===== config.mk =====
export PLATFORM = sky130hd
export DESIGN_NAME = uart_rx_os
export DESIGN_NICKNAME = d
export VERILOG_FILES = /design/src/rtl/uart_rx_os.sv
export SDC_FILE = /design/constraint.sdc
export NUM_CORES = 1
export LEC_CHECK = 0
export BUFFER_PORTS_ARGS = -buffer_cell sky130_fd_sc_hd__buf_2
export CAP_MARGIN = 10
export CORE_MARGIN = 2
export CORE_UTILIZATION = 30
export DETAILED_ROUTE_END_ITERATION = 8
export PLACE_DENSITY = 0.55
export RECOVER_POWER = 25
export SYNTH_ARGS = -nofsm -noshare
export SYNTH_HDL_FRONTEND = slang
export SYNTH_SLANG_ARGS = --single-unit

===== constraint.sdc =====
create_clock -name clk -period 2 [get_ports clk]
set_input_delay 0.1 -clock clk [delete_from_list [all_inputs] [get_ports clk]]
set_output_delay 0.1 -clock clk [all_outputs]
set_load 0.05 [all_outputs]

===== src/rtl/uart_rx_os.sv =====
// UART 8N1 receiver driven by an external oversampling tick (OVERSAMPLE ticks per bit).
// Ports:
//   clk       - system clock
//   rst       - synchronous active-high reset
//   boud_tick - one-clk oversampling enable pulse
//   rx        - asynchronous serial line, idle high
//   rx_data   - last correctly framed byte
//   rx_valid  - one-clk pulse when rx_data is updated
//   frame_err - one-clk pulse when the stop bit is sampled low
//   busy      - high whenever the receiver is not idle
module uart_rx_os #(
    parameter int DATA_BITS  = 8,
    parameter int OVERSAMPLE = 16
) (
    input  logic                 clk,
    input  logic                 rst,
    input  logic                 boud_tick,
    input  logic                 rx,
    output logic [DATA_BITS-1:0] rx_data,
    output logic                 rx_valid,
    output logic                 frame_err,
    output logic                 busy
);

    localparam int TW = $clog2(OVERSAMPLE);
    localparam int BW = $clog2(DATA_BITS + 1);

    localparam logic [TW-1:0] TICK_MID  = TW'(OVERSAMPLE / 2 - 1);
    localparam logic [TW-1:0] TICK_LAST = TW'(OVERSAMPLE - 1);
    localparam logic [BW-1:0] BIT_LAST  = BW'(DATA_BITS - 1);

    typedef enum logic [2:0] {
        S_IDLE,
        S_START,
        S_DATA,
        S_STOP,
        S_WAIT
    } state_t;

    logic                 rx_meta_q;
    logic                 rx_s_q;

    state_t               state_q,  state_d;
    logic [TW-1:0]        tick_q,   tick_d;
    logic [BW-1:0]        bit_q,    bit_d;
    logic [DATA_BITS-1:0] shift_q,  shift_d;
    logic [DATA_BITS-1:0] data_q,   data_d;
    logic                 valid_q,  valid_d;
    logic                 ferr_q,   ferr_d;

    // Two-flop synchroniser; resets to the idle (high) line level so
    // leaving reset never looks like a start edge.
    always_ff @(posedge clk) begin
        if (rst) begin
            rx_meta_q <= 1'b1;
            rx_s_q    <= 1'b1;
        end else begin
            rx_meta_q <= rx;
            rx_s_q    <= rx_meta_q;
        end
    end

    // State register
    always_ff @(posedge clk) begin
        if (rst) begin
            state_q <= S_IDLE;
            tick_q  <= '0;
            bit_q   <= '0;
            shift_q <= '0;
            data_q  <= '0;
            valid_q <= 1'b0;
            ferr_q  <= 1'b0;
        end else begin
            state_q <= state_d;
            tick_q  <= tick_d;
            bit_q   <= bit_d;
            shift_q <= shift_d;
            data_q  <= data_d;
            valid_q <= valid_d;
            ferr_q  <= ferr_d;
        end
    end

    // Next-state logic. Strobes default low so they clear on the next
    // clk even when no tick arrives.
    always_comb begin
        state_d = state_q;
        tick_d  = tick_q;
        bit_d   = bit_q;
        shift_d = shift_q;
        data_d  = data_q;
        valid_d = 1'b0;
        ferr_d  = 1'b0;

        if (boud_tick) begin
            unique case (state_q)
                S_IDLE: begin
                    if (!rx_s_q) begin
                        state_d = S_START;
                        tick_d  = '0;
                    end
                end

                S_START: begin
                    if (tick_q == TICK_MID) begin
                        tick_d = '0;
                        if (!rx_s_q) begin
                            state_d = S_DATA;
                            bit_d   = '0;
                        end else begin
                            // Line went back high before mid start bit:
                            // treat as a glitch.
                            state_d = S_IDLE;
                        end
                    end else begin
                        tick_d = tick_q + 1'b1;
                    end
                end

                S_DATA: begin
                    if (tick_q == TICK_LAST) begin
                        // LSB arrives first, so shift in at the top.
                        shift_d = {rx_s_q, shift_q[DATA_BITS-1:1]};
                        tick_d  = '0;
                        bit_d   = bit_q + 1'b1;
                        if (bit_q == BIT_LAST) begin
                            state_d = S_STOP;
                        end
                    end else begin
                        tick_d = tick_q + 1'b1;
                    end
                end

                S_STOP: begin
                    if (tick_q == TICK_LAST) begin
                        tick_d = '0;
                        // Returning to IDLE mid stop bit lets a start
                        // bit that follows immediately be caught.
                        if (rx_s_q) begin
                            data_d  = shift_q;
                            valid_d = 1'b1;
                            state_d = S_IDLE;
                        end else begin
                            ferr_d  = 1'b1;
                            state_d = S_WAIT;
                        end
                    end else begin
                        tick_d = tick_q + 1'b1;
                    end
                end

                S_WAIT: begin
                    // Hold off until the line is released so a break
                    // yields a single error and no phantom frames.
                    if (rx_s_q) begin
                        state_d = S_IDLE;
                    end
                end

                default: begin
                    state_d = S_IDLE;
                end
            endcase
        end
    end

    // Outputs
    always_comb begin
        rx_data   = data_q;
        rx_valid  = valid_q;
        frame_err = ferr_q;
        busy      = (state_q != S_IDLE);
    end

endmodule

==> metrics.yaml, run 1 <==
run_status:
  run_status: "finished clean"
detailed_routing:
  viasPerCell: 5.115
  remaining_antenna_violation_count: 0
  top_signal_layer_used: "met4"
  routed-wl-met3_um: 119
  via_count: 1064
  drc: 0
  route.met2.wl_um: 1248
  route.detailed.wl_per_inst_um: 12.88
  met1Wirelength_um: 1301
  postRouteWirelength_um: 2679
  detailed_route_iter0_violations: 41
  detailedRoute.firstPassIterationCount: 4
synthesis:
  synthesis.yosys.warnings: 0
  yosys_most_used_dff: "dfxtp_1"
  syn-instance-count: 135
  netlist_area_mm2: 0.001360
  synth_area_per_cell_um2: 10.07
  yosysSeqAreaShare_pct: 45.63
  synth-async-reset-ratio_pct: 0
  synth_enable_flop_cells: 0
  yosys.cell_types.count: 36
  synth.ff_latch_count: 31
  postSynthNetCount: 141
clock_network:
  insertion_delay_ns: 0.28
  clock_tree_from_tritoncts: "done"
  cts.sinks: 31
  cts-root-buf: "clkbuf_8"
  cts_htree_levels: 2
  number_of_cts_inserted_buffers: 5
  clockBufferDepth: 2
  clk_transition_reported_paths_ns: 0.07
die:
  io_pins: 15
  core_region_area_mm2: 0.004354
  die_width_um: 71.33
  floorplan.initialDensity_pct: 31.24
  std_cell_rows: 24
  chipHeight_um: 71.33
  fp.dieArea_mm2: 0.005088
sta:
  grt_setup_unrepaired: "no"
  tightest_slew_ns: 0.5999
  min_period_over_period_pct: 88.27
  slew-limit-headroom_pct: 60.18
  fin_skew_ns: 0.002770
  layout_min_cycle_time_ns: 1.765
  fin_tns_setup_ns: 0
  hold_slack_ns: 0.1181
  clock.fmax_mhz: 566.4
  timing_hold_violations_final: 0
  finalSetupViolCount: 0
  drv_slew: 0
cells_and_area:
  most-common-layout-cells: "dfxtp_1, nor2_1, mux2i_1"
  final.fill_count: 438
  mostFrequentLayoutCell: "dfxtp_1"
  synthToLayoutAreaGrowth_pct: 15.64
  post-route-util_pct: 36.12
  insertedDiodeCount: 0
  multi_input_area_um2: 701.9
  fraction_of_layout_cells_with_a_size_suffix_above_1_pct: 18.59
  sequential_cell_area_um2: 621.8
  layout.nets: 161
critical_path:
  cpMaxStageDelayCell: "dfxtp_1"
  cell_type_group_with_the_largest_total_delay_on_the_critical_path: "simple AND/OR/NAND/NOR gates"
  cp-startpoint: "tick_q[0]"
  cp.required_ns: 2.19
  critical-path-top-cell-by-count: "and3_1"
  path_cells: "ha_1, and3_1, and3_1, buf_4, a41oi_1, a311oi_1"
  critical_path.endpoint_type: "flop"
  worstRegToRegCells: 6
  timing.setup.critical_path_class: "flop to flop"
  cp_data_arrival_time_ns: 1.96
  cp-start-kind: "flop"
  timing.reg2reg.setup_slack_ns: 0.23
  r2r_end: "bit_q[3]"
  crit_path_max_incr_delay_ns: 0.37
  critical_path.n_buffers_inverters: 1
  worstPathMaxFanout: 6
  timing.rr.start: "tick_q[0]"
worst_hold_path:
  hold_class: "input pin to flop"
  worst_hold_path.endpoint: "state_q[1]"
  worst_hold_path_cell_count: 2
  worst_hold_startpoint: "boud_tick"
global_route:
  grt_pass1_wl_um: 4740
  maximum_number_of_pins_on_one_net_before_global_route_repair: 32
  gr-total-overflow: 0
  vias_in_the_first_global_route: 1069
  grt.total_usage_pct: 11.74
  initial_antenna_violation_count: 0
placed_design:
  post_dp_hpwl_um: 1845
  place_congestion: 0.8402
  buffer_ports.inserted: 14
power_and_ir_drop:
  pwr_density_cell_mw_per_mm2: 717.2
  ir_worst_vdd_mv: 0.4065
  power.leakage_nw: 0.5491
flow_run:
  timing.max_cap.violations: 0
==> per-stage QoR <==
stage	area [um^2]	instances	power, mW	setup WS [ns]
finish	1573	208	1.128	0.2345
global route	1573	208	1.186	0.04207
CTS	1582	208	1.147	0.1578
detailed placement	1488	199	0.6749	0.1820
global placement	1488	199	0.6744	0.2358
floorplan	1360	135	0.6637	0.3520
==> cell usage after synthesis (2+ instances only) <==
cell type	n	area, um^2
a21o_1	2	15.01
a21oi_1	6	30.03
a311oi_1	4	35.03
a31oi_1	2	12.51
and3_1	2	12.51
buf_4	2	15.01
clkbuf_1	3	11.26
dfxtp_1	31	620.6
ha_1	2	25.02
mux2i_1	17	170.2
nand2_1	8	30.03
nand2b_1	4	25.02
nand3_1	2	10.01
nand3b_1	3	22.52
nor2_1	19	71.32
nor2b_1	2	12.51
nor3b_1	4	30.03
or2_2	3	18.77
or3_1	2	12.51
==> repair_timing <==
action,in CTS,in global routing
setup buffers,0,0
hold buffers,1,0
endpoints found under the setup margin,0,1
resized for setup,0,1
endpoints found under the hold margin,1,0
==> state kept, by name, summed over array words and instances (netlist names) <==
name,flops
rx_data,8
shift_q,8
bit_q,4
tick_q,4
state_q,3
frame_err,1
rx_meta_q,1
rx_s_q,1
rx_valid,1
==> worst reg2reg max path: stages (launching register included) <==
cell	delay (ns)
dfxtp_1	0.37
ha_1	0.28
and3_1	0.27
and3_1	0.21
buf_4	0.17
a41oi_1	0.14
a311oi_1	0.24
==> area by class of cell <==
class                      count  area share [%]
sequential                    31           39.54
multi-input combinational     98           44.63
clock buffer                   5           4.375
tap                           52           4.137
clock inverter                 3          0.9547
timing repair buffer          19           6.364
==> worst max-delay path by stage <==
stage / depth (start not counted) / endpoint / slack (ns)
2_1_floorplan: 5 / tick_q[3] / 0.35
3_3_place_gp: 5 / bit_q[3] / 0.24
3_5_place_dp: 5 / bit_q[3] / 0.18
4_1_cts: 5 / bit_q[3] / 0.16
5_1_grt: 6 / bit_q[3] / 0.04
6_report: 6 / bit_q[3] / 0.23
==> cell families after synthesis <==
kind of cell / count (synthesis) / synth area share [%]
AOI/OAI and AO/OA: 21 / 12.05
DFF: 31 / 45.63
muxes: 17 / 12.51
buffers and inverters: 6 / 2.759
adders and majority gates: 2 / 1.840
and+or+nand+nor: 58 / 25.21
==> layer usage <==
layer / track usage, % / vias to the layer above
li1: - / 521
met1: 14.04 / 511
met2: 18.72 / 30
met3: 4.782 / 2
met4: 4.822 / 0
met5: 0 / -
==> power breakdown <==
group          switching [mW]  internal [mW]
logic                  0.0267         0.0127
clock network           0.228          0.237
registers             0.00321          0.620
No activity file was read; power rests on OpenSTA's default activity.
==> inputs of run 2 (changes only) <==
--- a/config.mk
+++ b/config.mk
@@ -5,8 +5,9 @@
 export SDC_FILE = /design/constraint.sdc
 export NUM_CORES = 1
 export LEC_CHECK = 0
-export BUFFER_PORTS_ARGS = -buffer_cell sky130_fd_sc_hd__buf_2
+export BUFFER_PORTS_ARGS = -buffer_cell sky130_fd_sc_hd__buf_4
 export CAP_MARGIN = 10
+export CORE_ASPECT_RATIO = 1.2
 export CORE_MARGIN = 2
 export CORE_UTILIZATION = 30
 export DETAILED_ROUTE_END_ITERATION = 8
==> constraint.sdc (replaced) <==
create_clock -name clk -period 2 [get_ports clk]
set_input_delay 0.1 -clock clk [delete_from_list [all_inputs] [get_ports clk]]
set_output_delay 0.1 -clock clk [all_outputs]
set_load 0.1 [all_outputs]
==> metrics.yaml, run 2 (synthesis gave the netlist of run 1 again) <==
run_status:
  run_status: "finished clean"
clock_network:
  cts.sinks: 31
  post-cts-setup-buffer-count: 0
  cts-root-buf: "clkbuf_8"
  post_cts_hold_buffer_count: 0
  clockBufferDepth: 2
  cts_htree_levels: 2
  number_of_cts_inserted_buffers: 5
  clk_transition_reported_paths_ns: 0.07
  insertion_delay_ns: 0.28
  cts_repair_resize_count: 0
  clock_tree_from_tritoncts: "done"
cells_and_area:
  insertedDiodeCount: 0
  synthToLayoutAreaGrowth_pct: 16.93
  layout.nets: 159
  most-common-layout-cells: "dfxtp_1, nor2_1, mux2i_1"
  multi_input_area_um2: 701.9
  post-route-util_pct: 37.03
  final.fill_count: 460
  mostFrequentLayoutCell: "dfxtp_1"
  fraction_of_layout_cells_with_a_size_suffix_above_1_pct: 16.88
  sequential_cell_area_um2: 620.6
detailed_routing:
  route.detailed.wl_per_inst_um: 12.27
  viasPerCell: 4.895
  detailedRoute.firstPassIterationCount: 4
  detailed_route_iter0_violations: 47
  postRouteWirelength_um: 2577
  remaining_antenna_violation_count: 0
  drc: 0
  via_count: 1028
sta:
  tightest_slew_ns: 1.173
  fin_skew_ns: 0.006173
  timing_hold_violations_final: 0
  grt_setup_unrepaired: "no"
  layout_min_cycle_time_ns: 1.809
  drv_slew: 0
  fin_tns_setup_ns: 0
  slew-limit-headroom_pct: 22.11
  min_period_over_period_pct: 90.46
  finalSetupViolCount: 0
  clock.fmax_mhz: 552.7
global_route:
  grt.total_usage_pct: 11.30
  vias_in_the_first_global_route: 995
  initial_antenna_violation_count: 0
  maximum_number_of_pins_on_one_net_before_global_route_repair: 32
  grt_pass1_wl_um: 4512
  gr-total-overflow: 0
critical_path:
  worstRegToRegCells: 4
  timing.reg2reg.setup_slack_ns: 0.19
  cp.required_ns: 2.16
  timing.rr.start: "state_q[0]"
  r2r_end: "bit_q[1]"
  cp_data_arrival_time_ns: 1.97
  timing.setup.critical_path_class: "flop to flop"
  critical_path.endpoint_type: "flop"
  crit_end: "bit_q[1]"
  worstPathMaxFanout: 13
  cp-startpoint: "state_q[0]"
  cp-start-kind: "flop"
placed_design:
  place_congestion: 0.7657
  buffer_ports.inserted: 14
  post_dp_hpwl_um: 1727
die:
  core_region_area_mm2: 0.004294
  chipHeight_um: 77.76
  io_pins: 15
  fp.dieArea_mm2: 0.005090
  std_cell_rows: 26
  floorplan.initialDensity_pct: 31.67
  die_width_um: 65.47
power_and_ir_drop:
  pwr_density_cell_mw_per_mm2: 753.1
  power.combinational.fraction_pct: 3.4
  ir_worst_vdd_mv: 0.4937
  power.leakage_nw: 0.5451
  power_frac_clock_pct: 44.4
  switching_power_mw: 0.2509
  power_mw: 1.198
  power_switching_share_pct: 20.95
  power.sequential.fraction_pct: 52.2
  internal_power_mw: 0.9467
flow_run:
  timing.max_cap.violations: 0
worst_hold_path:
  hold_class: "input pin to flop"
run 2: cell types whose count changed in the layout (fill, tap and decap cells not counted), sizes merged:
cell,previous run,this run
buf,10,9
dlygate4sd3,1,0
clkbuf,13,16
clkinv,3,0
run 2: power by group through the flow:
stage / registers [mW] / logic (mW) / clock network [mW]
detailed placement: 0.639 / 0.0407 / 0
CTS: 0.625 / 0.0411 / 0.553
finish: 0.625 / 0.0406 / 0.532
floorplan: 0.636 / 0.0309 / 0
global route: 0.625 / 0.0440 / 0.580
global placement: 0.638 / 0.0407 / 0
run 2: per-layer routing:
metal	wire, um	up-vias	share of wire [%]	track usage (%)
met3	159	4	6.2	3.913
met5	0	-	0	0
met2	1198	26	46	17.76
met1	1186	477	46	13.91
li1	-	521	-	-
met4	32	0	1.2	4.792
run 2: layout make-up:
type | count | area share [%]
clock buffer | 8 | 6.294
multi-input combinational | 98 | 44.14
sequential | 31 | 39.02
tap | 56 | 4.406
timing repair buffer | 17 | 6.137
run 2: worst max-delay path, cell delays in order (launching register included):
cell	delay, ns
dfxtp_1	0.55
or4b_4	0.53
a211oi_4	0.33
mux2i_1	0.23
nor2_1	0.05
run 2: worst min-delay path by stage:
stage	slack, ns	to	cells after the start	startpoint
after CTS	0.002	rx_meta_q	2	rx
after floorplan	0.20	rx_meta_q	1	rx
after detailed placement	0.29	rx_meta_q	2	rx
after global placement	0.29	rx_meta_q	2	rx
final	0.01	rx_meta_q	2	rx
after global routing	0.02	rx_meta_q	2	rx
run 2: stage by stage:
| stage | setup WS (ns) | hold WS (ns) | cells | instance area (um^2) |
|---|---|---|---|---|
| global route | 0.05319 | 0.02139 | 210 | 1590 |
| finish | 0.1908 | 0.01183 | 210 | 1590 |
| global placement | 0.2445 | 0.2874 | 202 | 1520 |
| detailed placement | 0.2086 | 0.2904 | 202 | 1520 |
| floorplan | 0.3520 | 0.2038 | 135 | 1360 |
| CTS | 0.1992 | 0.002300 | 210 | 1620 |
